[src/rtl/seg_pkg.sv]
// seg_pkg: shared constants, digit index type and anode helper for the 7-segment scanner
package seg_pkg;
  localparam int NUM_DIGITS = 4;
  localparam logic [3:0] ANODE_OFF = 4'b1111;
  typedef logic [$clog2(NUM_DIGITS)-1:0] digit_t;
  function automatic logic [3:0] anode_on(digit_t idx);
    return ~(4'b0001 << idx);
  endfunction
endpackage

[src/rtl/seg_scan_timer.sv]
// seg_scan_timer: slot counter and digit index; flags the blank phase and the first clock of each slot
module seg_scan_timer
  import seg_pkg::*;
#(
  parameter int REFRESH_DIV  = 100000,
  parameter int BLANK_CYCLES = 1000
) (
  input  logic   clk,
  input  logic   rst_n,
  output digit_t digit_idx,
  output logic   in_blank,
  output logic   slot_start
);
  localparam int CW = $clog2(REFRESH_DIV);
  logic [CW-1:0] cnt;
  logic wrap;
  assign wrap       = cnt == CW'(REFRESH_DIV - 1);
  assign in_blank   = cnt < CW'(BLANK_CYCLES);
  assign slot_start = cnt == '0;
  always_ff @(posedge clk or negedge rst_n) begin
    if (!rst_n) begin
      cnt       <= '0;
      digit_idx <= '0;
    end else begin
      cnt <= wrap ? '0 : cnt + CW'(1);
      if (wrap) digit_idx <= digit_idx + digit_t'(1);
    end
  end
endmodule

[src/rtl/seg_scan_mux.sv]
// seg_scan_mux: 4-digit common-anode scanner with blanking gap, leading-zero blanking
// and frame-aligned value updates; all outputs registered
module seg_scan_mux
  import seg_pkg::*;
#(
  parameter int REFRESH_DIV  = 100000,
  parameter int BLANK_CYCLES = 1000
) (
  input  logic        clk,
  input  logic        rst_n,
  input  logic [15:0] value,
  input  logic        value_valid,
  input  logic [3:0]  digit_en,
  input  logic        lzb_en,
  output logic [3:0]  nibble,
  output logic [3:0]  seg_an,
  output logic [1:0]  digit_idx,
  output logic        frame_start
);
  digit_t      t_idx;
  logic        in_blank, slot_start, pend_flag, commit, frame_edge, lead_zero, suppress;
  logic [15:0] pending, shown, next_shown;
  seg_scan_timer #(.REFRESH_DIV(REFRESH_DIV), .BLANK_CYCLES(BLANK_CYCLES)) u_timer (
    .clk(clk), .rst_n(rst_n), .digit_idx(t_idx), .in_blank(in_blank), .slot_start(slot_start)
  );
  // the committed value is used on the same edge so the first frame cycle already shows it
  always_comb begin
    frame_edge = slot_start && t_idx == '0;
    commit     = frame_edge && pend_flag;
    next_shown = commit ? pending : shown;
    lead_zero  = (t_idx != '0) && ((next_shown >> {t_idx, 2'b00}) == '0);
    suppress   = !digit_en[t_idx] || (lzb_en && lead_zero);
  end
  always_ff @(posedge clk or negedge rst_n) begin
    if (!rst_n) begin
      pending     <= '0;
      shown       <= '0;
      pend_flag   <= 1'b0;
      seg_an      <= ANODE_OFF;
      nibble      <= '0;
      digit_idx   <= '0;
      frame_start <= 1'b0;
    end else begin
      if (value_valid) pending <= value;
      pend_flag   <= value_valid || (pend_flag && !commit);
      shown       <= next_shown;
      seg_an      <= (in_blank || suppress) ? ANODE_OFF : anode_on(t_idx);
      nibble      <= next_shown[{t_idx, 2'b00} +: 4];
      digit_idx   <= t_idx;
      frame_start <= frame_edge;
    end
  end
endmodule

[config.mk]
export PLATFORM = sky130hd
export DESIGN_NAME = seg_scan_mux
export DESIGN_NICKNAME = d
export VERILOG_FILES = /design/src/rtl/seg_pkg.sv /design/src/rtl/seg_scan_timer.sv /design/src/rtl/seg_scan_mux.sv
export SDC_FILE = /design/constraint.sdc
export NUM_CORES = 1
export LEC_CHECK = 0
export CAP_MARGIN = 25
export CELL_PAD_IN_SITES_DETAIL_PLACEMENT = 2
export CELL_PAD_IN_SITES_GLOBAL_PLACEMENT = 2
export CORE_ASPECT_RATIO = 0.7
export CORE_MARGIN = 2
export CORE_UTILIZATION = 40
export CTS_CLUSTER_DIAMETER = 40
export CTS_CLUSTER_SIZE = 25
export DETAILED_ROUTE_END_ITERATION = 8
export PLACE_DENSITY = 0.94
export SKIP_CTS_REPAIR_TIMING = 1
export SLEW_MARGIN = 20
export SYNTH_ARGS = -nofsm -noshare
export SYNTH_HDL_FRONTEND = slang
export SYNTH_HIERARCHICAL = 1
export SYNTH_SLANG_ARGS = --single-unit
[constraint.sdc]
create_clock -name clk -period 9.41 [get_ports clk]
set_input_delay 1.4115 -clock clk [delete_from_list [all_inputs] [get_ports clk]]
set_output_delay 1.4115 -clock clk [all_outputs]
set_load 0.005 [all_outputs]
# Word-level counts from Yosys, hierarchy flattened

Cells that the tools add are included.

Bits in registers: 63
Input port bits: 24
Output and inout bits: 11
Logic and storage cells: 37

Add/sub/neg operators: 2
Order comparisons: 2
Eq/ne operators: 1
Shift-type cells: 3
Muxes and demuxes: 5
Bitwise operators: 1
Reductions and logical operators: 14

Operators with widths:

| operator                | number |
|---|---|
| $add A17 B1 Y17 const B | 1 |
| $eq A17 B17 Y1 const B  | 1 |
| $logic_not A17 Y1       | 1 |
| $lt A17 B10 Y1 const B  | 1 |
| $mux W17                | 1 |
| $logic_not A16 Y1       | 1 |
| $mux W16                | 1 |
| $shiftx A16 B5 Y4       | 1 |
| $shr A16 B4 Y16         | 1 |
| $logic_and A1 B1 Y1     | 5 |
| $mux W4                 | 1 |
| $not A4 Y4              | 1 |
| $shl A1 B2 Y4 const A   | 1 |
| $logic_or A1 B1 Y1      | 3 |
| $lt A2 B3 Y1 const B    | 1 |
| $add A2 B1 Y2 const B   | 1 |
| $bmux W1 S2             | 1 |
| $logic_not A1 Y1        | 2 |
| $logic_not A2 Y1        | 1 |
| $reduce_bool A2 Y1      | 1 |
| $mux W1                 | 1 |

# Longest topological paths before layout

Depth after elaboration: 11
Gate-level depth with buffers: 11
Gate-level depth less buffers: 10

# Hierarchy

Netlist, hierarchy kept.

By module, submodules not included:

| module         | times used | cells each | area an instance (µm²) | seq. area each (µm²) |
|---|---|---|---|---|
| seg_scan_mux   | 1          | 136        | 1,898.1                | 1,106.1 |
| seg_scan_timer | 1          | 88         | 948.4                  | 475.5 |

# Worst setup path before layout

Ideal clock, no wire load.

Kind: reg-to-reg
Start: reg u_timer.cnt[12]
End: reg nibble[1]
Library setup time: 0.138 ns
Arrival time: 3.026 ns
Data required time: 9.272 ns
Slack: 6.246 ns
Stages on the path, launching flop included: 8
Path buffers: 1
Clock period less this slack: 3.164 ns
Cells stage by stage: dfrtp_1 > or4_4 > or4_1 > nor4_2 > nor4bb_2 > buf_4 > mux2_2 > mux4_2

Word-level cells in the longest chain between the ends: 5

Ends and longest elaborated chain:

| what                   | RTL line             | text |
|---|---|---|
| from (decl)            | seg_scan_timer.sv:15 | `logic [CW-1:0] cnt;` |
| from (signal assigned) | seg_scan_timer.sv:25 | `cnt <= wrap ? '0 : cnt + CW'(1);` |
| $logic_not A17 Y1      | seg_scan_timer.sv:19 | `assign slot_start = cnt == '0;` |
| via slot_start         | seg_scan_mux.sv:21   | `logic in_blank, slot_start, pend_flag, commit, frame_edge, lead_zero, suppress;` |
| $logic_and A1 B1 Y1    | seg_scan_mux.sv:28   | `frame_edge = slot_start && t_idx == '0;` |
| $logic_and A1 B1 Y1    | seg_scan_mux.sv:29   | `commit = frame_edge && pend_flag;` |
| $mux W16               | seg_scan_mux.sv:30   | `next_shown = commit ? pending : shown;` |
| via next_shown[1]      | seg_scan_mux.sv:22   | `logic [15:0] pending, shown, next_shown;` |
| $shiftx A16 B5 Y4      | seg_scan_mux.sv:48   | `nibble <= next_shown[{t_idx, 2'b00} +: 4];` |
| to (signal assigned)   | seg_scan_mux.sv:48   |  |
| to (decl)              | seg_scan_mux.sv:15   | `output logic [3:0] nibble,` |

The timed path passes the listed nets, and every way through them passes these cells.
A chain may end at the register's enable or synchronous reset.

# Worst setup path in the final report

Start: reg u_timer.cnt[12]
End: reg seg_an[3]

Word-level cells in the longest chain between the ends: 11
Elaborated cells between the ends (all ways): 12
Classes of those cells: 1 x order compare; 1 x shift; 2 x mux; 8 x reduce/logical

Ends and longest elaborated chain:

| what                 | RTL line             | text |
|---|---|---|
| $logic_not A17 Y1    | seg_scan_timer.sv:19 |  |
| via slot_start       | seg_scan_mux.sv:21   |  |
| $logic_and A1 B1 Y1  | seg_scan_mux.sv:28   |  |
| $logic_and A1 B1 Y1  | seg_scan_mux.sv:29   |  |
| $mux W16             | seg_scan_mux.sv:30   |  |
| $shr A16 B4 Y16      | seg_scan_mux.sv:31   | `lead_zero = (t_idx != '0) && ((next_shown >> {t_idx, 2'b00}) == '0);` |
| $logic_not A16 Y1    | seg_scan_mux.sv:31   |  |
| $logic_and A1 B1 Y1  | seg_scan_mux.sv:31   |  |
| $logic_and A1 B1 Y1  | seg_scan_mux.sv:32   | `suppress = !digit_en[t_idx] \|\| (lzb_en && lead_zero);` |
| $logic_or A1 B1 Y1   | seg_scan_mux.sv:32   |  |
| $logic_or A1 B1 Y1   | seg_scan_mux.sv:47   | `seg_an <= (in_blank \|\| suppress) ? ANODE_OFF : anode_on(t_idx);` |
| $mux W4              | seg_scan_mux.sv:47   |  |
| to (signal assigned) | seg_scan_mux.sv:47   |  |
| to (decl)            | seg_scan_mux.sv:16   | `output logic [3:0] seg_an,` |

The timed path passes the listed nets, and every way through them passes these cells.

==> reports/results.txt <==
Via count of the first global-routing pass = 2229
Wire per inst = 22.99 um
Syn Std Cell Area = 2846 um2
Power density of the placed cells = 156.1 nW/um2
Post-route setup slack = 5.292 ns
Sequential element share of the synthesized area = 55.56%
Sum of routed wire length over all layers = 8324 um
Crit path arrival time = 4.40 ns
Final core occ = 50.90%
Antenna-violating nets left = 0
Ant. Diodes = 0
Final-report hold violation count = 0
# Max-Cap Violations = 0
Fillcell total = 687
Nets = 289
Leading register cell type out of synthesis = sky130_fd_sc_hd__dfrtp_1
Max-slew violation total from the final report = 0
Length of the first detailed-routing pass in iterations = 4
Transition at the pin with the smallest max-transition slack = 0.8922 ns
Final HPWL from detailed placement = 5812 um
Aggregate global-route resource usage = 22.97%
Clock root buffer = sky130_fd_sc_hd__clkbuf_8
Final Power = 0.5417 mW
Clock tree from TritonCTS = done
Mean area per synthesized cell = 12.71 um2
Residual overflow from global routing = 0
Final setup violating endpoints = 0
Pre-CTS setup slack = 5.451 ns
Data required time at the worst endpoint = 9.69 ns
Floorplan row count = 25
Initial drt markers = 109
Latest clock arrival within the worst-skew pair = 0.34 ns
Clock sink count = 63
Startpoint-to-endpoint class of the critical path = reg -> reg
Hold_sp = u_timer/cnt[0]$_DFF_PN0_
CP Launch Type = flop
Final GP Congestion = 0.8843
Number of antenna violations at the first check in global routing = 0
Footprint of the flip-flops and latches = 1582 um2
Layout overhead on the synthesized area = 21.93%
Register clock-pin slew on the reported worst setup and hold paths = 0.07 ns
Peak VDD IR = 0.07155 mV
Cell leakage power = 1.473 nW
Total Die Area = 7818 um2
Max transition margin = 40.34%
Final Non-Filler Cells = 362
Final cell area excluding filler cells = 3471 um2
Startpoint of the worst register-to-register path = u_timer/cnt[12]$_DFF_PN0_
R2R depth = 9
Placed Instances = 346
Top Ports = 35
Area of the multi-input gates = 1207 um2
# port buffers = 34
Worst setup skew after layout = 0.005169 ns
Outcome = completed
Worst Hold Depth = 1
Hold Worst Slack = 0.4930 ns
Number of enable flip-flop cells after synthesis = 0
Placed Area = 3287 um2
Number of clock buffers inserted by TritonCTS = 9
Share of the clock period used by the worst path after layout = 43.77%
Worst-path fanout max = 11
Total Negative Setup Slacks = 0 ns
Class of the most critical hold timing path = reg -> reg
Maximum number of pins on one net before global-route repair = 64
Deepest level of the CTS H-tree = 3
Distinct cells, synth = 46
Nets in the synthesized netlist = 250
Time the final worst path needs with I/O delays and setup = 4.118 ns
RSZ-0062 raised after global routing = no
Sort of element at the end of the critical path = flop
Number of remaining DRC errors = 0
Area of the core = 6819 um2
Post-synthesis async set-or-reset flop share = 100.0%
Via count of the routed design = 2046
DIE HEIGHT = 74.58 um
Width of the die = 104.8 um
Hold Path Sink = u_timer/cnt[0]$_DFF_PN0_
Drt via density = 5.652
End of the worst register-to-register path = seg_an[3]$_DFF_PN1_
Count of state elements after synthesis = 63
Synthesis warning total = 6
Top achievable clock speed = 0.2428 GHz
Number of buffers on the longest clock path = 2
Number of instances in the synthesized netlist = 224
First-pass GRT wire length = 12920 um
Starting density of the core = 41.74%
Ratio of cells with drive above 1 in the final layout = 24.63%
R2R Setup Slk = 5.29 ns
-- cell families after synthesis --
| kind of cell | count (synthesis) | share of synthesized area, % |
|---|---|---|
| and+or+nand+nor | 72 | 14.68 |
| xor gates and xnor gates | 15 | 4.879 |
| DFF | 63 | 55.56 |
| buffers and inverters | 15 | 2.329 |
| adders and majority gates | 2 | 0.8790 |
| muxes | 42 | 17.89 |
| AOI/OAI and AO/OA | 15 | 3.780 |
-- cell usage in the layout, fill, tap and decap left out, types with 6 or more instances in the layout --
cell                              Yosys  final
sky130_fd_sc_hd__dfrtp_1             59     59
sky130_fd_sc_hd__clkdlybuf4s50_1      0     33
sky130_fd_sc_hd__mux2_2              31     31
sky130_fd_sc_hd__nor2_1              16     16
sky130_fd_sc_hd__nand2_1             12     12
sky130_fd_sc_hd__clkbuf_8             0     11
sky130_fd_sc_hd__xnor2_1             10     10
sky130_fd_sc_hd__mux2i_1              7      7
sky130_fd_sc_hd__nand4_1              7      7
sky130_fd_sc_hd__nand3_1              7      7
sky130_fd_sc_hd__inv_1                6      6
sky130_fd_sc_hd__nor3_1               6      6
-- per-layer routing --
layer	track usage (%)	vias up	share of wire, %
li1	-	881	-
met5	0	-	0
met3	5.784	10	5.0
met1	28.34	1094	43
met2	40.19	61	51
met4	8.148	0	1.6
-- Yosys cell counts, types with 2 or more instances --
master	instances	share of area, %
sky130_fd_sc_hd__a31oi_1	3	0.66
sky130_fd_sc_hd__nor3_1	6	1.1
sky130_fd_sc_hd__o21ai_0	3	0.53
sky130_fd_sc_hd__or3_1	3	0.66
sky130_fd_sc_hd__dfstp_2	4	3.7
sky130_fd_sc_hd__or4_1	2	0.53
sky130_fd_sc_hd__mux4_2	4	3.2
sky130_fd_sc_hd__nor2b_1	2	0.44
sky130_fd_sc_hd__xor2_1	4	1.2
sky130_fd_sc_hd__clkbuf_1	4	0.53
sky130_fd_sc_hd__nand3_1	7	1.2
sky130_fd_sc_hd__buf_4	2	0.53
sky130_fd_sc_hd__mux2_2	31	12
sky130_fd_sc_hd__nor2_1	16	2.1
sky130_fd_sc_hd__inv_1	6	0.79
sky130_fd_sc_hd__ha_1	2	0.88
sky130_fd_sc_hd__dfrtp_1	59	52
sky130_fd_sc_hd__buf_2	2	0.35
sky130_fd_sc_hd__mux2i_1	7	2.5
sky130_fd_sc_hd__nand2b_1	2	0.44
sky130_fd_sc_hd__and3_1	2	0.44
sky130_fd_sc_hd__nand3b_1	2	0.53
sky130_fd_sc_hd__nand2_1	12	1.6
sky130_fd_sc_hd__a21oi_1	2	0.35
sky130_fd_sc_hd__nand4_1	7	1.5
sky130_fd_sc_hd__xnor2_1	10	3.1
-- worst max-delay path: stages, from the launching register on --
cell                        delay [ns]
sky130_fd_sc_hd__dfrtp_1          0.45
sky130_fd_sc_hd__or4_4            0.58
sky130_fd_sc_hd__or4_1            0.47
sky130_fd_sc_hd__nor4_2           0.50
sky130_fd_sc_hd__nor4bb_4         0.80
sky130_fd_sc_hd__nand2_1          0.15
sky130_fd_sc_hd__a2111oi_1        0.51
sky130_fd_sc_hd__o211ai_1         0.18
sky130_fd_sc_hd__nor3_2           0.24
sky130_fd_sc_hd__or3_1            0.17
-- registers in the layout, indices dropped and copies added, names as in the netlist --
name               flops
u_timer/cnt           17
pending               16
shown                 16
nibble                 4
seg_an                 4
digit_idx              2
u_timer/digit_idx      2
frame_start            1
pend_flag              1
-- where the power goes --
| part | leakage, nW | total, mW | switching (mW) | internal, mW |
|---|---|---|---|---|
| clock | 0.0873 | 0.217 | 0.109 | 0.109 |
| combinational | 0.586 | 0.0343 | 0.0141 | 0.0202 |
| sequential | 0.800 | 0.290 | 0.00904 | 0.281 |
-- worst max path at each step --
| stage | start | to | slack (ns) | cells past startpoint |
|---|---|---|---|---|
| CTS | u_timer/cnt[12]$_DFF_PN0_ | seg_an[3]$_DFF_PN1_ | 5.34 | 9 |
| detailed placement | u_timer/cnt[12]$_DFF_PN0_ | seg_an[3]$_DFF_PN1_ | 5.45 | 9 |
| global route | u_timer/cnt[12]$_DFF_PN0_ | seg_an[3]$_DFF_PN1_ | 5.11 | 9 |
| finish | u_timer/cnt[12]$_DFF_PN0_ | seg_an[3]$_DFF_PN1_ | 5.29 | 9 |
| floorplan | u_timer/cnt[12]$_DFF_PN0_ | nibble[1]$_DFF_PN0_ | 6.25 | 7 |
| global placement | u_timer/cnt[12]$_DFF_PN0_ | seg_an[1]$_DFF_PN1_ | 5.43 | 9 |
-- final cells by class --
cell class | instances | share of cell area (%)
inverters | 7 | 0.7570
clock buffers | 11 | 4.362
clock inverters | 5 | 0.9373
flip-flops and latches | 63 | 45.57
repair buffers | 36 | 10.20
well taps | 94 | 3.389
multi-input cells | 146 | 34.79
(Power assumes the default switching activity.)
